<file path="src/rtl/seg7_scan_driver.sv">
// seg7_scan_driver: holds one 7-bit segment pattern per digit and scans them
// onto a shared active-low segment bus with active-low one-hot digit anodes.
// Optional anti-ghosting blanking is enabled by defining SEG7_BLANK_EN; it
// turns the anodes off for the first BLANK_CYC cycles of every slot.
module seg7_scan_driver #(
    parameter int NUM_DIGITS = 4,
    parameter int ADDR_W     = 2,
    parameter int DIV        = 50000,
    parameter int BLANK_CYC  = 4
) (
    input  logic                  clk,
    input  logic                  reset,
    input  logic                  wr_en,
    input  logic [ADDR_W-1:0]     wr_addr,
    input  logic [6:0]            wr_seg,
    output logic [NUM_DIGITS-1:0] an,
    output logic [6:0]            seg,
    output logic                  digit_tick
);

    localparam int PW = (DIV > 1) ? $clog2(DIV) : 1;
    localparam int IW = (NUM_DIGITS > 1) ? $clog2(NUM_DIGITS) : 1;

`ifdef SEG7_BLANK_EN
    localparam bit BLANK_ON = 1'b1;
`else
    localparam bit BLANK_ON = 1'b0;
`endif

    logic [6:0]    pat [NUM_DIGITS];
    logic [PW-1:0] presc, presc_next;
    logic [IW-1:0] idx, idx_next;
    logic          last;
    logic          wr_hit;
    logic          blank;
    logic [6:0]    shown;

    // Next-state for the scan counters plus the pattern that will be shown,
    // with a same-cycle write bypassed straight onto the output.
    always_comb begin
        last       = (presc == PW'(DIV - 1));
        presc_next = last ? '0 : presc + 1'b1;
        idx_next   = idx;
        if (last)
            idx_next = (idx == IW'(NUM_DIGITS - 1)) ? '0 : idx + 1'b1;
        wr_hit = wr_en && (32'(wr_addr) < NUM_DIGITS);
        shown  = pat[idx_next];
        if (wr_hit && (32'(wr_addr) == 32'(idx_next)))
            shown = wr_seg;
        blank = BLANK_ON && (32'(presc_next) < BLANK_CYC);
    end

    // Pattern buffer; out-of-range addresses are dropped.
    always_ff @(posedge clk or posedge reset) begin
        if (reset) begin
            for (int i = 0; i < NUM_DIGITS; i++)
                pat[i] <= 7'h00;
        end else if (wr_hit) begin
            pat[wr_addr[IW-1:0]] <= wr_seg;
        end
    end

    // Prescaler and digit index.
    always_ff @(posedge clk or posedge reset) begin
        if (reset) begin
            presc <= '0;
            idx   <= '0;
        end else begin
            presc <= presc_next;
            idx   <= idx_next;
        end
    end

    // Registered pin drivers, all from next-state values so they change on
    // the same edge as the index they reflect.
    always_ff @(posedge clk or posedge reset) begin
        if (reset) begin
            an         <= '1;
            seg        <= 7'h7F;
            digit_tick <= 1'b0;
        end else begin
            digit_tick <= last;
            if (blank) begin
                an  <= '1;
                seg <= 7'h7F;
            end else begin
                an  <= ~(NUM_DIGITS'(1) << idx_next);
                seg <= ~shown;
            end
        end
    end

endmodule

</file>
<file path="config.mk">
export PLATFORM = sky130hd
export DESIGN_NAME = seg7_scan_driver
export DESIGN_NICKNAME = d
export VERILOG_FILES = /design/src/rtl/seg7_scan_driver.sv
export SDC_FILE = /design/constraint.sdc
export NUM_CORES = 1
export LEC_CHECK = 0
export CORE_MARGIN = 2
export CORE_UTILIZATION = 35
export DETAILED_ROUTE_END_ITERATION = 7
export PLACE_DENSITY_LB_ADDON = 0.3
export SETUP_SLACK_MARGIN = 0.5
export SLEW_MARGIN = 20
export SYNTH_ARGS = -nofsm -noshare
export SYNTH_HDL_FRONTEND = slang
export SYNTH_SLANG_ARGS = --single-unit
</file>
<file path="constraint.sdc">
create_clock -name clk -period 5 [get_ports clk]
set_input_delay 1 -clock clk [delete_from_list [all_inputs] [get_ports clk]]
set_output_delay 1 -clock clk [all_outputs]
set_load 0.1 [all_outputs]
</file>
==> results of run 1 <==
-- through the flow --
stage / cell area, sq um / worst slack [ns] / hold WS (ns) / cells / utilization (%)
floorplan: 2542 / 2.507 / 0.4524 / 188 / -
global placement: 2893 / 1.791 / 0.4761 / 308 / 40.53
detailed placement: 2893 / 1.810 / 0.4791 / 308 / 40.53
CTS: 3067 / 1.745 / 0.4913 / 324 / 42.97
global route: 3067 / 1.605 / 0.5008 / 324 / 42.97
finish: 3067 / 1.836 / 0.4869 / 324 / 42.97
-- how the worst min path moves through the flow --
stage | start | slack, ns | to
after floorplan | presc[13]$_DFF_PP0_ | 0.45 | presc[13]$_DFF_PP0_
after global placement | presc[7]$_DFF_PP0_ | 0.48 | presc[7]$_DFF_PP0_
after detailed placement | presc[7]$_DFF_PP0_ | 0.48 | presc[7]$_DFF_PP0_
after CTS | presc[0]$_DFF_PP0_ | 0.49 | presc[0]$_DFF_PP0_
after global routing | presc[0]$_DFF_PP0_ | 0.50 | presc[0]$_DFF_PP0_
final | presc[0]$_DFF_PP0_ | 0.49 | presc[0]$_DFF_PP0_
-- flip-flops by register name (all words and copies together), names as in the netlist --
name,cells
digit_tick,1
an,4
idx,2
seg,7
presc,16
pat,28
-- cell type report --
cell class              instances  area [sq um]
inverters                       4         15.01
fillers                       695          4070
flip-flops and latches         58          1465
well taps                      99         123.9
repair buffers                 26         252.7
clock buffers                  13         158.9
clock inverters                 3         15.01
multi-input cells             121          1036
-- logic make-up after synthesis --
logic type / share of synthesized area [%]
DFF: 57.63
muxes: 24.51
adders and majority gates: 0.9841
and+or+nand+nor: 9.695
buffers and inverters: 1.624
AOI/OAI and AO/OA: 0.3933
xor gates and xnor gates: 5.167
-- per-layer routing --
metal | wire, um | up-vias | part of all wire, % | track usage [%]
li1 | - | 718 | - | -
met1 | 2251 | 727 | 50 | 17.99
met2 | 1969 | 23 | 44 | 17.71
met3 | 163 | 6 | 3.6 | 3.693
met4 | 109 | 0 | 2.4 | 6.920
met5 | 0 | - | 0 | 0
-- cells in the mapped netlist, types with 3 or more instances --
master | instances | area (sq um)
mux2i_1 | 28 | 280.3
xnor2_1 | 3 | 26.28
clkbuf_1 | 4 | 15.01
dfrtp_1 | 47 | 1176
nand2_1 | 9 | 33.78
dfstp_2 | 11 | 289.0
nand3_1 | 7 | 35.03
nor2_1 | 13 | 48.80
mux2_2 | 28 | 315.3
xor2_1 | 12 | 105.1
-- power groups by stage --
stage	clock network, mW	registers, mW	logic, mW
3_3_place_gp	0	0.564	0.203
2_1_floorplan	0	0.640	0.0776
4_1_cts	0.398	0.555	0.206
3_5_place_dp	0	0.564	0.206
6_report	0.382	0.555	0.203
5_1_grt	0.417	0.562	0.217
==> out/qor.yml, run 1 <==
hold_buffers: 0
period_share_pct: 63.29
drv_cap: 0
die_area_sq_um: 7962
num_rows: 31
async_reset_ff_share_pct: 100.0
drtIter0Drc: 49
totalWireLength_mm: 4.494
intPower_mw: 0.8125
crit_fanout: 12
firstDrtPassIters: 4
core_area_sq_um: 7137
outcome: "complete, no violations"
synth_area_sq_um: 2542
slew_headroom_pct: 35.13
cts_made_buffers: 9
initial_utilization_pct: 35.62
num-nets-final: 234
drive_gt1_share_pct: 28.44
ys_warn_count: 0
pwr-share-clk_pct: 33.5
cts_setup_buffers: 0
fin_skew_ns: 0.008576
r2r_end: "seg[3]$_DFF_PP1_"
endpoint_kind: "register"
worst_slew_pin_slew_ns: 0.9701
p_sw_mw: 0.3275
syn_inst: 188
gp_congestion: 0.7597
arrival_ns: 3.41
p_leak_nw: 1.483
crit_path_top_delay_cell: "mux2i_2"
critPathMaxStageDelay_ns: 0.77
dp_hpwl_mm: 2.964
clock_sinks: 58
cts_resized: 0
grt.overflow.total: 0
final_common_cell: "dfrtp_1"
area_delta_synth_final_pct: 20.62
grt_first_pass_wirelength_mm: 7.479
worstSkewPairLatency_ns: 0.33
swShare_pct: 28.73
r2r-start: "presc[7]$_DFF_PP0_"
postSynthAreaPerCell_sq_um: 13.52
hold_path.class: "register to register"
crit_cells: 6
finalSetupViolations: 0
antenna_found_initial: 0
vdd_drop_max_uv: 207.0
regToRegSetupSlack_ns: 1.84
diodes: 0
crit_type: "register to register"
min_path_cells: 1
synth_edf_count: 0
fp.dieH_um: 89.23
pwr-share-seq_pct: 48.7
root_buffer: "clkbuf_8"
start_kind: "register"
cts_tree: "done"
cp_cell_sequence: "or4b_1 > nor4_4 > mux2i_2 > xor2_1 > nand3_2 > mux2i_1"
max_freq_mhz: 316.0
wl_per_cell_um: 13.87
crit_path_end: "seg[3]$_DFF_PP1_"
synthFlopType: "dfrtp_1"
clk_path_buf_depth: 2
synth_seq_cells: 58
synth_cell_types: 29
grt_pass1_vias: 1520
seq_area_frac_synth_pct: 57.63
track_usage_pct: 12.79
path_delay_family: "simple AND/OR/NAND/NOR gates"
power_mw: 1.140
worstPathRequired_ns: 5.25
rsz0062_at_grt: "no"
detail-route-antenna-nets: 0
crit_buf_inv: 0
drc: 0
combPwrFrac_pct: 17.8
period_needed_ns: 3.164
num_vias: 1474
setup_tns_ns: 0
io_pins: 24
htreeDepth: 3
die_w_um: 89.23
hold_violations: 0
cp-startpoint: "presc[7]$_DFF_PP0_"
vias_per_cell: 4.549
final_cell_mix: "dfrtp_1, mux2_2, mux2i_1"
cts.clk_slew.worst_paths_ns: 0.07
power_density_nw_per_um2: 371.8
syn-num-nets: 202
final_max_slew_viol_count: 0
grt_max_degree: 37
reg2reg_depth: 6
port_buffers: 23
Power figures use the tool's default switching activity.
==> inputs of run 2 (changes only) <==
==> constraint.sdc (replaced) <==
create_clock -name clk -period 2.97 [get_ports clk]
set_input_delay 0.594 -clock clk [delete_from_list [all_inputs] [get_ports clk]]
set_output_delay 0.594 -clock clk [all_outputs]
set_load 0.1 [all_outputs]
==> run 2 against run 1 <==
Net effect:
- sequential share of layout area is 2.1 points lower
- hold slack about the same
- cell area rose by 4.7%
- critical endpoint is now seg[4]$_DFF_PP1_
- fmax grew 37%
- routed wire length increased by 4.5%
- clock skew is essentially flat
- via count grew 4.7%
- first-iteration DRC count down 63%
- highest routed layer unchanged
- die area did not move
- power up 90%
==> out/qor.yml, run 2 (same netlist as run 1, synthesis figures left out) <==
outcome: "complete, no violations"
route.met2.wl_mm: 2.307
drc: 0
wl_met1_mm: 2.135
period_needed_ns: 2.313
regMostFlops: "pat"
htreeDepth: 3
area_delta_synth_final_pct: 26.23
drtIter0Drc: 18
arrival_ns: 2.58
vias_per_cell: 4.693
num_rows: 31
grt_max_degree: 37
grt.overflow.total: 0
diodes: 0
grt_pass1_vias: 1626
core_area_sq_um: 7137
worst_slew_pin_slew_ns: 0.4926
crit_type: "register to register"
worstSkewPairLatency_ns: 0.34
num_vias: 1544
initial_utilization_pct: 35.62
crit_path_top_delay_cell: "or4b_4"
worstPathRequired_ns: 3.23
firstDrtPassIters: 4
cp_cell_sequence: "or4b_4 > nor4_4 > buf_4 > mux2i_4 > xor2_2 > nand3_4 > mux2i_1"
hold_buffers: 0
crit_fanout: 7
met3_length_um: 187
p_leak_nw: 1.557
num-nets-final: 239
period_share_pct: 77.88
hold_path.class: "register to register"
power_density_nw_per_um2: 676.5
die_w_um: 89.23
root_buffer: "clkbuf_8"
io_pins: 24
finalSetupViolations: 0
drive_gt1_share_pct: 37.39
setup_tns_ns: 0
detail-route-antenna-nets: 0
gp_congestion: 0.7251
fin_area_sq_um: 3209
clock_sinks: 58
die_area_sq_um: 7962
cts.clk_slew.worst_paths_ns: 0.07
critPathMaxStageDelay_ns: 0.55
max_freq_mhz: 432.4
final_cell_mix: "dfrtp_1, mux2_2, mux2i_1"
totalWireLength_mm: 4.695
start_kind: "register"
cts_made_buffers: 9
antenna_found_initial: 0
top_regs: "pat x28, presc x16, seg x7"
clk_path_buf_depth: 2
dp_hpwl_mm: 3.122
power_mw: 2.171
drv_cap: 0
vdd_drop_max_uv: 498.3
rsz0062_at_grt: "no"
fin_skew_ns: 0.008546
largest_register_ffs: 28
final_max_slew_viol_count: 0
port_buffers: 23
cts_tree: "done"
final_common_cell: "dfrtp_1"
grt_first_pass_wirelength_mm: 7.955
hold_violations: 0
track_usage_pct: 13.79
highest_layer: "met4"
place_area_sq_um: 2908
fp.dieH_um: 89.23
endpoint_kind: "register"
wl_per_cell_um: 14.27
slew_headroom_pct: 66.91
run 2: worst paths after layout:
check	start	end	slack, ns	depth (start not counted)
hold reg to reg	presc[0]$_DFF_PP0_	presc[0]$_DFF_PP0_	0.49	1
hold / removal	presc[0]$_DFF_PP0_	presc[0]$_DFF_PP0_	0.49	1
max in group asynchronous	reset	an[1]$_DFF_PP1_	1.72	3
setup / recovery	presc[7]$_DFF_PP0_	seg[4]$_DFF_PP1_	0.66	7
setup reg to reg	presc[7]$_DFF_PP0_	seg[4]$_DFF_PP1_	0.66	7
min in group asynchronous	reset	pat[11]$_DFFE_PP0P_	0.61	2
run 2: repair_timing:
| action | in CTS | in global routing |
|---|---|---|
| buffers inserted | 3 | 0 |
| gates resized for setup | 4 | 1 |
| pin swaps | 2 | 1 |
| endpoints found under the setup margin | 7 | 7 |
run 2: power by group:
group / internal [mW] / switching, mW / total, mW
Clock: 0.581 / 0.315 / 0.895
Combinational: 0.126 / 0.213 / 0.339
Sequential: 0.894 / 0.0428 / 0.936
run 2: cell type report:
cell class | instances | area, sq um
Fill cell | 673 | 3928
Timing Repair Buffer | 31 | 276.5
Inverter | 4 | 15.01
Clock buffer | 10 | 137.6
Tap cell | 99 | 123.9
Multi-Input combinational cell | 121 | 1077
Clock inverter | 6 | 113.9
Sequential cell | 58 | 1465
run 2: routing by layer:
layer | vias to the layer above | GRT usage (%)
met5 | - | 0
met3 | 6 | 5.540
met4 | 0 | 4.478
met2 | 27 | 22.09
met1 | 778 | 17.10
li1 | 733 | -
run 2: critical path: cells and delay by family (launching register included):
| kind | cells | cell delay, ns |
|---|---|---|
| flip-flops | 1 | 0.40 |
| AND/OR/NAND/NOR | 3 | 0.98 |
| multiplexers | 2 | 0.45 |
| XOR/XNOR | 1 | 0.20 |
| buffers and inverters | 1 | 0.20 |
run 2: through the flow:
step | instances | util (%) | worst slack [ns] | hold WS [ns]
after floorplan | 188 | - | 0.5414 | 0.4524
after global placement | 310 | 40.74 | 0.4040 | 0.4723
after detailed placement | 310 | 40.74 | 0.3494 | 0.4819
after CTS | 329 | 44.90 | 0.5181 | 0.4901
after global routing | 329 | 44.97 | 0.5071 | 0.5187
final | 329 | 44.97 | 0.6571 | 0.4865
